File: src/rtl/cpu_types_pkg.sv
// Shared CPU datapath types: machine word plus instruction-cache address
// split and frame layout. The cache geometry here must agree with the
// NSETS/IDX_W parameters the cache is built with.
package cpu_types_pkg;

  localparam int WORD_W = 32;
  typedef logic [WORD_W-1:0] word_t;

  // Instruction cache geometry: 16 one-word frames, 4-byte words.
  localparam int ICACHE_IDX_W = 4;
  localparam int ICACHE_BYT_W = 2;
  localparam int ICACHE_TAG_W = WORD_W - ICACHE_IDX_W - ICACHE_BYT_W;

  // Fetch address viewed as {tag, idx, byte offset}.
  typedef struct packed {
    logic [ICACHE_TAG_W-1:0] tag;
    logic [ICACHE_IDX_W-1:0] idx;
    logic [ICACHE_BYT_W-1:0] bytoff;
  } icachef_t;

  // One cache frame: valid bit, stored tag and the cached instruction word.
  typedef struct packed {
    logic                    valid;
    logic [ICACHE_TAG_W-1:0] tag;
    word_t                   data;
  } icache_frame_t;

endpackage

File: src/rtl/icache_direct_if.sv
// Bus bundles around the instruction cache: the fetch port toward the
// datapath and the fill port toward the memory controller. Signal names
// follow the datapath/memory-controller naming used elsewhere in the CPU.

// Datapath fetch port: master = datapath, slave = cache.
interface icache_fetch_if;
  logic        imemREN;
  logic [31:0] imemaddr;
  logic        ihit;
  logic [31:0] imemload;

  modport master (output imemREN, imemaddr, input ihit, imemload);
  modport slave  (input imemREN, imemaddr, output ihit, imemload);
endinterface

// Memory fill port: master = cache, slave = memory controller.
interface icache_mem_if;
  logic        iREN;
  logic [31:0] iaddr;
  logic        iwait;
  logic [31:0] iload;

  modport master (output iREN, iaddr, input iwait, iload);
  modport slave  (input iREN, iaddr, output iwait, iload);
endinterface

File: src/rtl/icache_frame_array.sv
// Purpose: NSETS cache frames, one combinational read port, one sync write port.
// Latency: read is same-cycle; a write is visible to reads from the next cycle.
// Backpressure: none; writes are accepted every cycle wen_i is high.
module icache_frame_array
  import cpu_types_pkg::*;
#(
  parameter int NSETS = 16,
  parameter int IDX_W = 4
) (
  input  logic             clk_i,
  input  logic             rst_i,
  input  logic [IDX_W-1:0] ridx_i,
  output icache_frame_t    rframe_o,
  input  logic             wen_i,
  input  logic [IDX_W-1:0] widx_i,
  input  icache_frame_t    wframe_i
);

  icache_frame_t frames_q [NSETS];

  assign rframe_o = frames_q[ridx_i];

  // Reset only clears valid bits; tag and data are meaningless until a fill.
  always_ff @(posedge clk_i) begin
    if (rst_i) begin
      for (int i = 0; i < NSETS; i++) begin
        frames_q[i].valid <= 1'b0;
      end
    end else if (wen_i) begin
      frames_q[widx_i] <= wframe_i;
    end
  end

endmodule

File: src/rtl/icache_direct.sv
// Purpose: direct-mapped read-only instruction cache with hit/miss counters.
// Latency: hit served same cycle; miss served 2 + (iwait cycles) after the miss.
// Backpressure: fetch stalls (ihit=0) during a fill; a fill waits on iwait.
module icache_direct
  import cpu_types_pkg::*;
#(
  parameter int NSETS = 16,
  parameter int IDX_W = 4,
  parameter int CNT_W = 32
) (
  input  logic             CLK,
  input  logic             RST,
  icache_fetch_if.slave    dif,
  icache_mem_if.master     mif,
  output logic [CNT_W-1:0] hit_count,
  output logic [CNT_W-1:0] miss_count
);

  typedef enum logic {
    IDLE = 1'b0,
    FILL = 1'b1
  } state_e;

  state_e           state_q;
  word_t            miss_addr_q;
  logic [CNT_W-1:0] hit_cnt_q, hit_cnt_d;
  logic [CNT_W-1:0] miss_cnt_q, miss_cnt_d;

  icachef_t         req_f;
  icachef_t         fill_f;
  icache_frame_t    rd_frame;
  icache_frame_t    wr_frame;
  logic [IDX_W-1:0] rd_idx;
  logic [IDX_W-1:0] wr_idx;
  logic             lookup;
  logic             hit;
  logic             miss;
  logic             fill_req;
  logic             fill_done;
  logic             unused_bytoff;

  // Address split of the live request and of the latched miss address.
  assign req_f  = icachef_t'(dif.imemaddr);
  assign fill_f = icachef_t'(miss_addr_q);
  assign rd_idx = IDX_W'(req_f.idx);
  assign wr_idx = IDX_W'(fill_f.idx);

  // Byte offset never takes part in lookup or fill.
  assign unused_bytoff = ^{req_f.bytoff, fill_f.bytoff};

  // Lookups only happen in IDLE; reset masks every outward-facing strobe.
  assign lookup    = !RST && (state_q == IDLE) && dif.imemREN;
  assign hit       = lookup && rd_frame.valid && (rd_frame.tag == req_f.tag);
  assign miss      = lookup && !hit;
  assign fill_req  = !RST && (state_q == FILL);
  assign fill_done = fill_req && !mif.iwait;

  assign dif.ihit     = hit;
  assign dif.imemload = hit ? rd_frame.data : '0;
  assign mif.iREN     = fill_req;
  assign mif.iaddr    = fill_req ? miss_addr_q : '0;

  // The fill installs from the latched address, whatever the fetch port
  // is doing now, so the memory request is never abandoned mid-flight.
  assign wr_frame = '{valid: 1'b1, tag: fill_f.tag, data: mif.iload};

  icache_frame_array #(
    .NSETS (NSETS),
    .IDX_W (IDX_W)
  ) u_frames (
    .clk_i    (CLK),
    .rst_i    (RST),
    .ridx_i   (rd_idx),
    .rframe_o (rd_frame),
    .wen_i    (fill_done),
    .widx_i   (wr_idx),
    .wframe_i (wr_frame)
  );

  // Saturating counter next-state: hold at all-ones instead of wrapping.
  always_comb begin
    hit_cnt_d  = hit_cnt_q;
    miss_cnt_d = miss_cnt_q;
    if (hit && (hit_cnt_q != '1)) begin
      hit_cnt_d = hit_cnt_q + CNT_W'(1);
    end
    if (miss && (miss_cnt_q != '1)) begin
      miss_cnt_d = miss_cnt_q + CNT_W'(1);
    end
  end

  // IDLE/FILL controller with miss-address latch and performance counters.
  always_ff @(posedge CLK) begin
    if (RST) begin
      state_q     <= IDLE;
      miss_addr_q <= '0;
      hit_cnt_q   <= '0;
      miss_cnt_q  <= '0;
    end else begin
      hit_cnt_q  <= hit_cnt_d;
      miss_cnt_q <= miss_cnt_d;
      case (state_q)
        IDLE: begin
          if (miss) begin
            miss_addr_q <= {dif.imemaddr[31:2], 2'b00};
            state_q     <= FILL;
          end
        end
        FILL: begin
          if (fill_done) begin
            state_q <= IDLE;
          end
        end
        default: state_q <= IDLE;
      endcase
    end
  end

  assign hit_count  = hit_cnt_q;
  assign miss_count = miss_cnt_q;

endmodule

File: src/flat_wrapper.sv
// flat-port wrapper written by rule: the top's interface ports become plain ports
module icache_direct_flat import cpu_types_pkg::*;
#(
  parameter int NSETS = 16,
  parameter int IDX_W = 4,
  parameter int CNT_W = 32
)
  (CLK, RST, hit_count, miss_count, dif_imemREN, dif_imemaddr, dif_ihit, dif_imemload, mif_iREN, mif_iaddr, mif_iwait, mif_iload);
  icache_fetch_if dif_i ();
  icache_mem_if mif_i ();
  input  logic CLK;
  input  logic RST;
  output logic [CNT_W-1:0] hit_count;
  output logic [CNT_W-1:0] miss_count;
  input wire logic [$bits(dif_i.imemREN)-1:0] dif_imemREN;
  input wire logic [$bits(dif_i.imemaddr)-1:0] dif_imemaddr;
  output wire logic [$bits(dif_i.ihit)-1:0] dif_ihit;
  output wire logic [$bits(dif_i.imemload)-1:0] dif_imemload;
  output wire logic [$bits(mif_i.iREN)-1:0] mif_iREN;
  output wire logic [$bits(mif_i.iaddr)-1:0] mif_iaddr;
  input wire logic [$bits(mif_i.iwait)-1:0] mif_iwait;
  input wire logic [$bits(mif_i.iload)-1:0] mif_iload;
  assign dif_i.imemREN = dif_imemREN;
  assign dif_i.imemaddr = dif_imemaddr;
  assign dif_ihit = dif_i.ihit;
  assign dif_imemload = dif_i.imemload;
  assign mif_iREN = mif_i.iREN;
  assign mif_iaddr = mif_i.iaddr;
  assign mif_i.iwait = mif_iwait;
  assign mif_i.iload = mif_iload;
  icache_direct #(.NSETS(NSETS), .IDX_W(IDX_W), .CNT_W(CNT_W)) u_core (.CLK(CLK), .RST(RST), .dif(dif_i), .mif(mif_i), .hit_count(hit_count), .miss_count(miss_count));
endmodule
File: config.mk
export PLATFORM = sky130hd
export DESIGN_NAME = icache_direct_flat
export DESIGN_NICKNAME = d
export VERILOG_FILES = /design/src/rtl/cpu_types_pkg.sv /design/src/rtl/icache_direct_if.sv /design/src/rtl/icache_frame_array.sv /design/src/rtl/icache_direct.sv /design/src/flat_wrapper.sv
export SDC_FILE = /design/constraint.sdc
export NUM_CORES = 1
export LEC_CHECK = 0
export CAP_MARGIN = 40
export CORE_MARGIN = 1
export CORE_UTILIZATION = 45
export CTS_CLUSTER_SIZE = 10
export DETAILED_ROUTE_END_ITERATION = 16
export HOLD_SLACK_MARGIN = 0.1
export PLACE_DENSITY = 0.68
export SKIP_LAST_GASP = 1
export SLEW_MARGIN = 25
export SYNTH_ARGS = -nofsm -noshare
export SYNTH_HDL_FRONTEND = slang
export SYNTH_HIERARCHICAL = 1
export SYNTH_SLANG_ARGS = --single-unit
File: constraint.sdc
create_clock -name CLK -period 9.56 [get_ports CLK]
set_input_delay 1.434 -clock CLK [delete_from_list [all_inputs] [get_ports CLK]]
set_output_delay 1.434 -clock CLK [all_outputs]
set_load 0.01 [all_outputs]
==> metrics.md <==
| Metric | Value |
|---|---|
| Status | complete, no violations |
| Top area cells in the synthesized netlist | edfxtp_1, mux4_2, dfxtp_1 |
| Post-route DRC | 0 |
| Wire per inst | 27.1 um |
| Vias after detailed routing | 22100 |
| Crit end category | primary output |
| Layout area overhead | 17.4% |
| RSZ-0062 raised after global routing | no |
| Vias/cell | 6.02 |
| Worst slew pin tran | 0.959 ns |
| Routed wire length | 99400 um |
| Final instance area | 0.0479 sq mm |
| Worst path buffer plus inverter count | 4 |
| Post-Route Utilization | 0.533 |
| CTS tree | done |
| RePlAce Congestion | 0.859 |
| Placed Instance Area | 0.0445 sq mm |
| Sequential share of the synthesized area | 0.741 |
| CP required | 8.13 ns |
| Core box area | 0.0899 sq mm |
| Sink Count | 1039 |
| Post-synth EDFFs | 944 |
| NumNets Final | 2490 |
| IO Count | 198 |
| Area fraction of the dominant cell type after synthesis | 0.695 |
| Initial antenna violation count | 7 |
| Vias in the first global route | 22300 |
| FP Rows | 110 |
| Most used routing layer | met2 |
| Count leader, synth | edfxtp_1 |
| Met3 Use GR | 0.0436 |
| Setup-failing EPs final | 0 |
| Later-pin clock latency in the skew report | 0.69 ns |
| Pwr Density | 194 mW/mm^2 |
| Compound-Gate Fraction of Synth Area | 0.0426 |
| Adder-cell area share of the yosys netlist | 0.000613 |
| Most common flop cell mapped by yosys | edfxtp_1 |
| Grt met1 use | 0.300 |
| Crit Path Max Fanout | 78 |
| Worst hold-check path type | flip-flop to flip-flop |
| Grt ovf | 0 |
| Mux cell area share after synthesis | 0.133 |
| Synth Instances | 2164 |
| Clock skew | 0.0488 ns |
| First-pass GRT wire length | 146000 um |
| Die area | 0.0919 sq mm |
| Slew Viols, Final | 0 |
| Met2 usage | 0.358 |
| MaxCap Viol Count | 0 |
| PostCTS Resize Cnt | 0 |
| Final cycle utilization of the critical path | 0.788 |
| TritonCTS Buffers | 115 |
| CP Class | input pin to primary output |
| Layout cells sized above 1 | 0.197 |
| Post-CTS setup buffer count | 0 |
| Clock Root Buffer | clkbuf_16 |
| Mean area per synthesized cell | 18.9 sq um |
| Synthesized area | 0.0408 sq mm |
| Top Family by Delay on Critical Path | buffers and inverters |
| Worst R2R Start | u_core/u_frames/frames_q[1][34] |
| Hold Startpoint | u_core/miss_count[15] |
| All-Layer GR Usage | 0.218 |
| Leakage Power | 14.7 nW |
| H-tree depth | 3 |
| Pin count of the biggest net entering global routing | 97 |
| CTS max path bufs | 3 |
| Critical-path cell list | buf_8 > buf_4 > mux4_2 > a22oi_1 > nand2_1 > xnor2_1 > nand4_1 > nor4_4 > buf_4 > and3_1 > clkdlybuf4s50_1 |
| Port bufs | 193 |
| Post-CTS Hold Buffers | 0 |
| Setup crit start kind | input pin |
| Setup TNS | 0 ns |
| Routed Antenna Nets | 0 |
| F_max | 133 MHz |
| Post-synth top area cell | edfxtp_1 |
| Number of library cell types mapped by synthesis | 56 |
| Yosys reg bits | 1039 |
| Worst EP arrival | 6.10 ns |
| Chip width | 303 um |
| Slew HR | 0.361 |
| Worst hold slack | 0.503 ns |
| DR iter-0 viols | 2136 |
| DR pass1 iterations | 7 |
| Worst-path clk slew | 0.05 ns |
| FFs w/ async S/R, synth | 0 |
| Main combinational cell family by area after synthesis | multiplexers |
| XOR/XNOR Fraction of Synth Area | 0.00579 |
| DP HPWL | 56100 um |
| Critical path's slowest cell | buf_8 |
| Top cells by count, synth | edfxtp_1, mux4_2, nand2_1, a22oi_1, dfxtp_1 |
| Initial Utilization | 0.454 |
| Fin crit period | 7.54 ns |
| Hold Fails Final Rpt | 0 |
| Synthesis warning total | 6 |
| Synth Area in Simple Gates | 0.0600 |
| Worst vdd ir | 154 uV |
| Worst Setup SP | dif_imemaddr[2] |
| Die height | 303 um |
| Crit path largest cell delay | 0.64 ns |
| Cell mode on critical path | buf_4 |
metal layers:
| layer | part of all wire | vias up |
|---|---|---|
| li1 | - | 9383 |
| met1 | 0.41 | 11600 |
| met2 | 0.49 | 923 |
| met3 | 0.073 | 183 |
| met4 | 0.022 | 10 |
| met5 | 0.00060 | - |
final cells by class:
class                   instances  area [sq um]
clock inverters                 7           115
diodes                          6          15.0
repair buffers                264          2770
well taps                    1176          1470
inverters                       8          30.0
flip-flops and latches       1039         30200
fillers                      6888         42000
clock buffers                 180          3160
multi-input cells             992         10100
stage by stage:
stage	std cells	setup slack, ns	total power [mW]
final	3672	2.02	9.30
after global routing	3667	1.78	9.56
after CTS	3663	1.95	9.37
after detailed placement	3476	1.99	5.48
after global placement	3461	2.03	5.46
after floorplan	2171	2.33	5.31
cell usage in the layout (no fill, tap or decap), types with 18 or more instances in the layout:
| cell | synthesis | layout |
|---|---|---|
| clkdlybuf4s50_1 | 0 | 190 |
| clkbuf_16 | 0 | 116 |
| edfxtp_1 | 944 | 944 |
| xnor2_1 | 25 | 25 |
| clkbuf_1 | 75 | 62 |
| buf_4 | 9 | 55 |
| dfxtp_1 | 95 | 95 |
| a21oi_1 | 78 | 78 |
| nand4_1 | 30 | 30 |
| o31ai_1 | 34 | 34 |
| mux4_2 | 236 | 236 |
| a22oi_1 | 118 | 118 |
| nand3_1 | 27 | 27 |
| and2_1 | 48 | 47 |
| nand2_1 | 147 | 147 |
| or2_2 | 18 | 18 |
| nor2_1 | 32 | 19 |
| or4_1 | 37 | 37 |
| and3_1 | 39 | 39 |
path summary, 6_finish.rpt:
check | end | slack, ns | cells after the start
worst max-delay path | dif_imemload[19] | 2.02 | 11
worst min-delay path | u_core/miss_count[15] | 0.50 | 2
worst max register to register | u_core/miss_count[19] | 4.91 | 10
worst min register to register | u_core/miss_count[15] | 0.50 | 2
registers in the layout, summed over array words and instances (netlist names):
| name | flops |
|---|---|
| u_core/fill_f | 30 |
| u_core/hit_count | 32 |
| u_core/miss_count | 32 |
| u_core/state_q | 1 |
| u_core/u_frames/frames_q | 944 |
where the power goes:
| part | internal (mW) | switching [mW] | total, mW |
|---|---|---|---|
| Clock | 2.24 | 1.66 | 3.91 |
| Sequential | 4.96 | 0.0275 | 4.99 |
| Combinational | 0.167 | 0.231 | 0.398 |
| Total | 7.37 | 1.92 | 9.30 |
worst register-to-register path: cells and delay by family, from the launching register on:
family	cells	cell delay, ns
xor+xnor	1	0.50
compound gates	2	0.80
flops	1	0.37
mux	2	0.80
buf+inv	1	0.74
simple gates	4	1.29
cells by family after synthesis:
family	count (synthesis)
simple gates	449
compound gates	258
buf+inv	140
fa+ha+maj	2
flops	1039
other cells	2
mux	247
xor+xnor	27
Power figures use the tool's default switching activity.
==> patch: new RTL, config.mk and constraints unchanged <==
`CNT_W` is set to 32 in 2 places; all go to 64.
--- a/src/rtl/icache_direct.sv
+++ b/src/rtl/icache_direct.sv
@@ -7,5 +7,5 @@
   parameter int NSETS = 16,
   parameter int IDX_W = 4,
-  parameter int CNT_W = 32
+  parameter int CNT_W = 64
 ) (
   input  logic             CLK,
--- a/src/flat_wrapper.sv
+++ b/src/flat_wrapper.sv
@@ -4,5 +4,5 @@
   parameter int NSETS = 16,
   parameter int IDX_W = 4,
-  parameter int CNT_W = 32
+  parameter int CNT_W = 64
 )
   (CLK, RST, hit_count, miss_count, dif_imemREN, dif_imemaddr, dif_ihit, dif_imemload, mif_iREN, mif_iaddr, mif_iwait, mif_iload);
Ports: changed (resized hit_count and miss_count); port bits go from 198 to 262. No check against the original RTL was run, so the function may have changed too.
==> patch against the unedited design <==
Synthesized area increased by 7.4%. Total power increased by 8.1%. Critical path type unchanged. Largest power group unchanged. First-iteration DRC count increased by 32%. Sequential share of layout area decreased by 2.7 points. Die area increased by 7.3%. Count of clock-buffer cells in the layout decreased by 9. Routed wire length increased by 9.9%. Worst setup slack improved by 0.21 ns. Cell area increased by 8.9%. Sequential cell count increased by 64. Sequential power increased by 5.4%. Synthesized cell count increased by 18%. Non-clock buffer count increased by 64.
==> patch: results (changes against the unedited design) <==
| Metric | Value |
|---|---|
| Drt first pass iters | `5 (-2)` |
| Metal-1 WL | `45.0 mm (+10%)` |
| Initial antenna violation count | `7 (unchanged)` |
| Hpwl dp | `64.5 mm (+15%)` |
| Root Driver | `clkbuf_16` |
| Top reg by flops | `u_core/u_frames/frames_q` |
| CP max-delay cell | `clkdlybuf4s50_1` |
| Nets | `2,940 (+18%)` |
| Dpl cells | `4,011 (+15%)` |
| Fill cells | `7,477 (+8.6%)` |
| Clk tree area frac | `0.0701 (+0.00167)` |
| WL met3 | `8.26 mm (+14%)` |
| Multi-input combinational cell area | `11,800 sq um (+17%)` |
| Top cells by area, synth | `edfxtp_1, mux4_2, dfxtp_1, a22oi_1, xnor2_1` |
| Lkg Pwr | `0.0161 uW (+9.3%)` |
| Compound-Gate Fraction of Synth Area | `0.0339 (-0.00872)` |
| Met2 wire len | `53.8 mm (+9.6%)` |
| Post-Layout Cell Count | `4,205 (+15%)` |
| Signal inverters | `7 (-1)` |
| Port Buf Inserts | `257 (+33%)` |
| GRT met1 Usage | `0.301 (+0.000829)` |
| Mux cell area share after synthesis | `0.123 (-0.00991)` |
| Max Fanout on Critical Path | `30 (-62%)` |
| Max rail drop VDD | `0.000152 V (-1.8%)` |
| GRT met3 Usage | `0.0489 (+0.00532)` |
| Initial drt markers | `2,825 (+32%)` |
| Drt via density | `5.97 (-0.89%)` |
| Finished Core Util | `0.540 (+0.00705)` |
| DRT Wirelength | `109 mm (+9.9%)` |
| Post-Synth XOR/XNOR Area | `0.0216 (+0.0158)` |
| Synth cell types | `63 (+13%)` |
| GP Congestion | `0.878 (+2.2%)` |
| Most instantiated cells after synthesis | `edfxtp_1, mux4_2, nand2_1` |
| First-pass GRT wire length | `162 mm (+11%)` |
| Worst skew pair latency | `0.73 ns (+0.04 ns)` |
| Post-Synth Adder-Cell Area | `0.000571 (-0.0000421)` |
| Tot GR Track Use | `0.222 (+0.00456)` |
| Crit. End Element | `output pin` |
| CTS Buf Count | `130 (+13%)` |
| CP peak stage delay | `0.78 ns (+0.14 ns)` |
| Comb_multi_in | `1,300 (+31%)` |
| Max transition margin | `0.349 (-0.0114)` |
| Sequential share of the synthesized area | `0.719 (-0.0216)` |
| Placed cell area | `48,400 sq um (+8.7%)` |
| Non-clock buffering overhead | `0.0669 (+0.00916)` |
| Number of global-route vias before repair | `25,300 (+13%)` |
| Met2 GRT Util | `0.364 (+0.00567)` |
| Sequential share of cell area | `0.605 (-0.0269)` |
| Antenna cells | `5 (-1)` |
| Outcome | `finished clean` |
| Worst EP arrival | `5.89 ns (-0.21 ns)` |
| Seq Cell Count | `1,103 (+6.2%)` |
| Share of layout cells above drive strength 1 | `0.180 (-0.0170)` |
| Number of non-clock buffers | `328 (+24%)` |
| Clock buf count | `171 (-5.0%)` |
| Largest net degree at the start of global routing | `113 (+16%)` |
| H-tree depth | `4 (+1)` |
| Clock Skew | `0.0342 ns (-0.0146 ns)` |
-- patch: worst paths after layout --
path	end	slack [ns]	from	cells past startpoint
max	dif_imemload[17]	2.23	dif_imemaddr[5]	11
min	u_core/hit_count[10]$_SDFFE_PP0P_	0.51	u_core/hit_count[10]$_SDFFE_PP0P_	2
max reg2reg	u_core/hit_count[46]$_SDFFE_PP0P_	5.56	u_core/u_frames/frames_q[0][48]$_DFFE_PP_	11
min reg2reg	u_core/hit_count[10]$_SDFFE_PP0P_	0.51	u_core/hit_count[10]$_SDFFE_PP0P_	2
-- patch: through the flow --
stage	power [uW]	hold slack (ns)
3_5_place_dp	5760	0.498
3_3_place_gp	5740	0.475
4_1_cts	10100	0.510
2_1_floorplan	5590	0.473
5_1_grt	10300	0.514
6_report	10000	0.505
-- patch: where the power goes --
group | switching, uW | total (uW) | internal, uW
sequential | 27.6 | 5260 | 5230
combinational | 232 | 403 | 171
clock | 1830 | 4380 | 2550
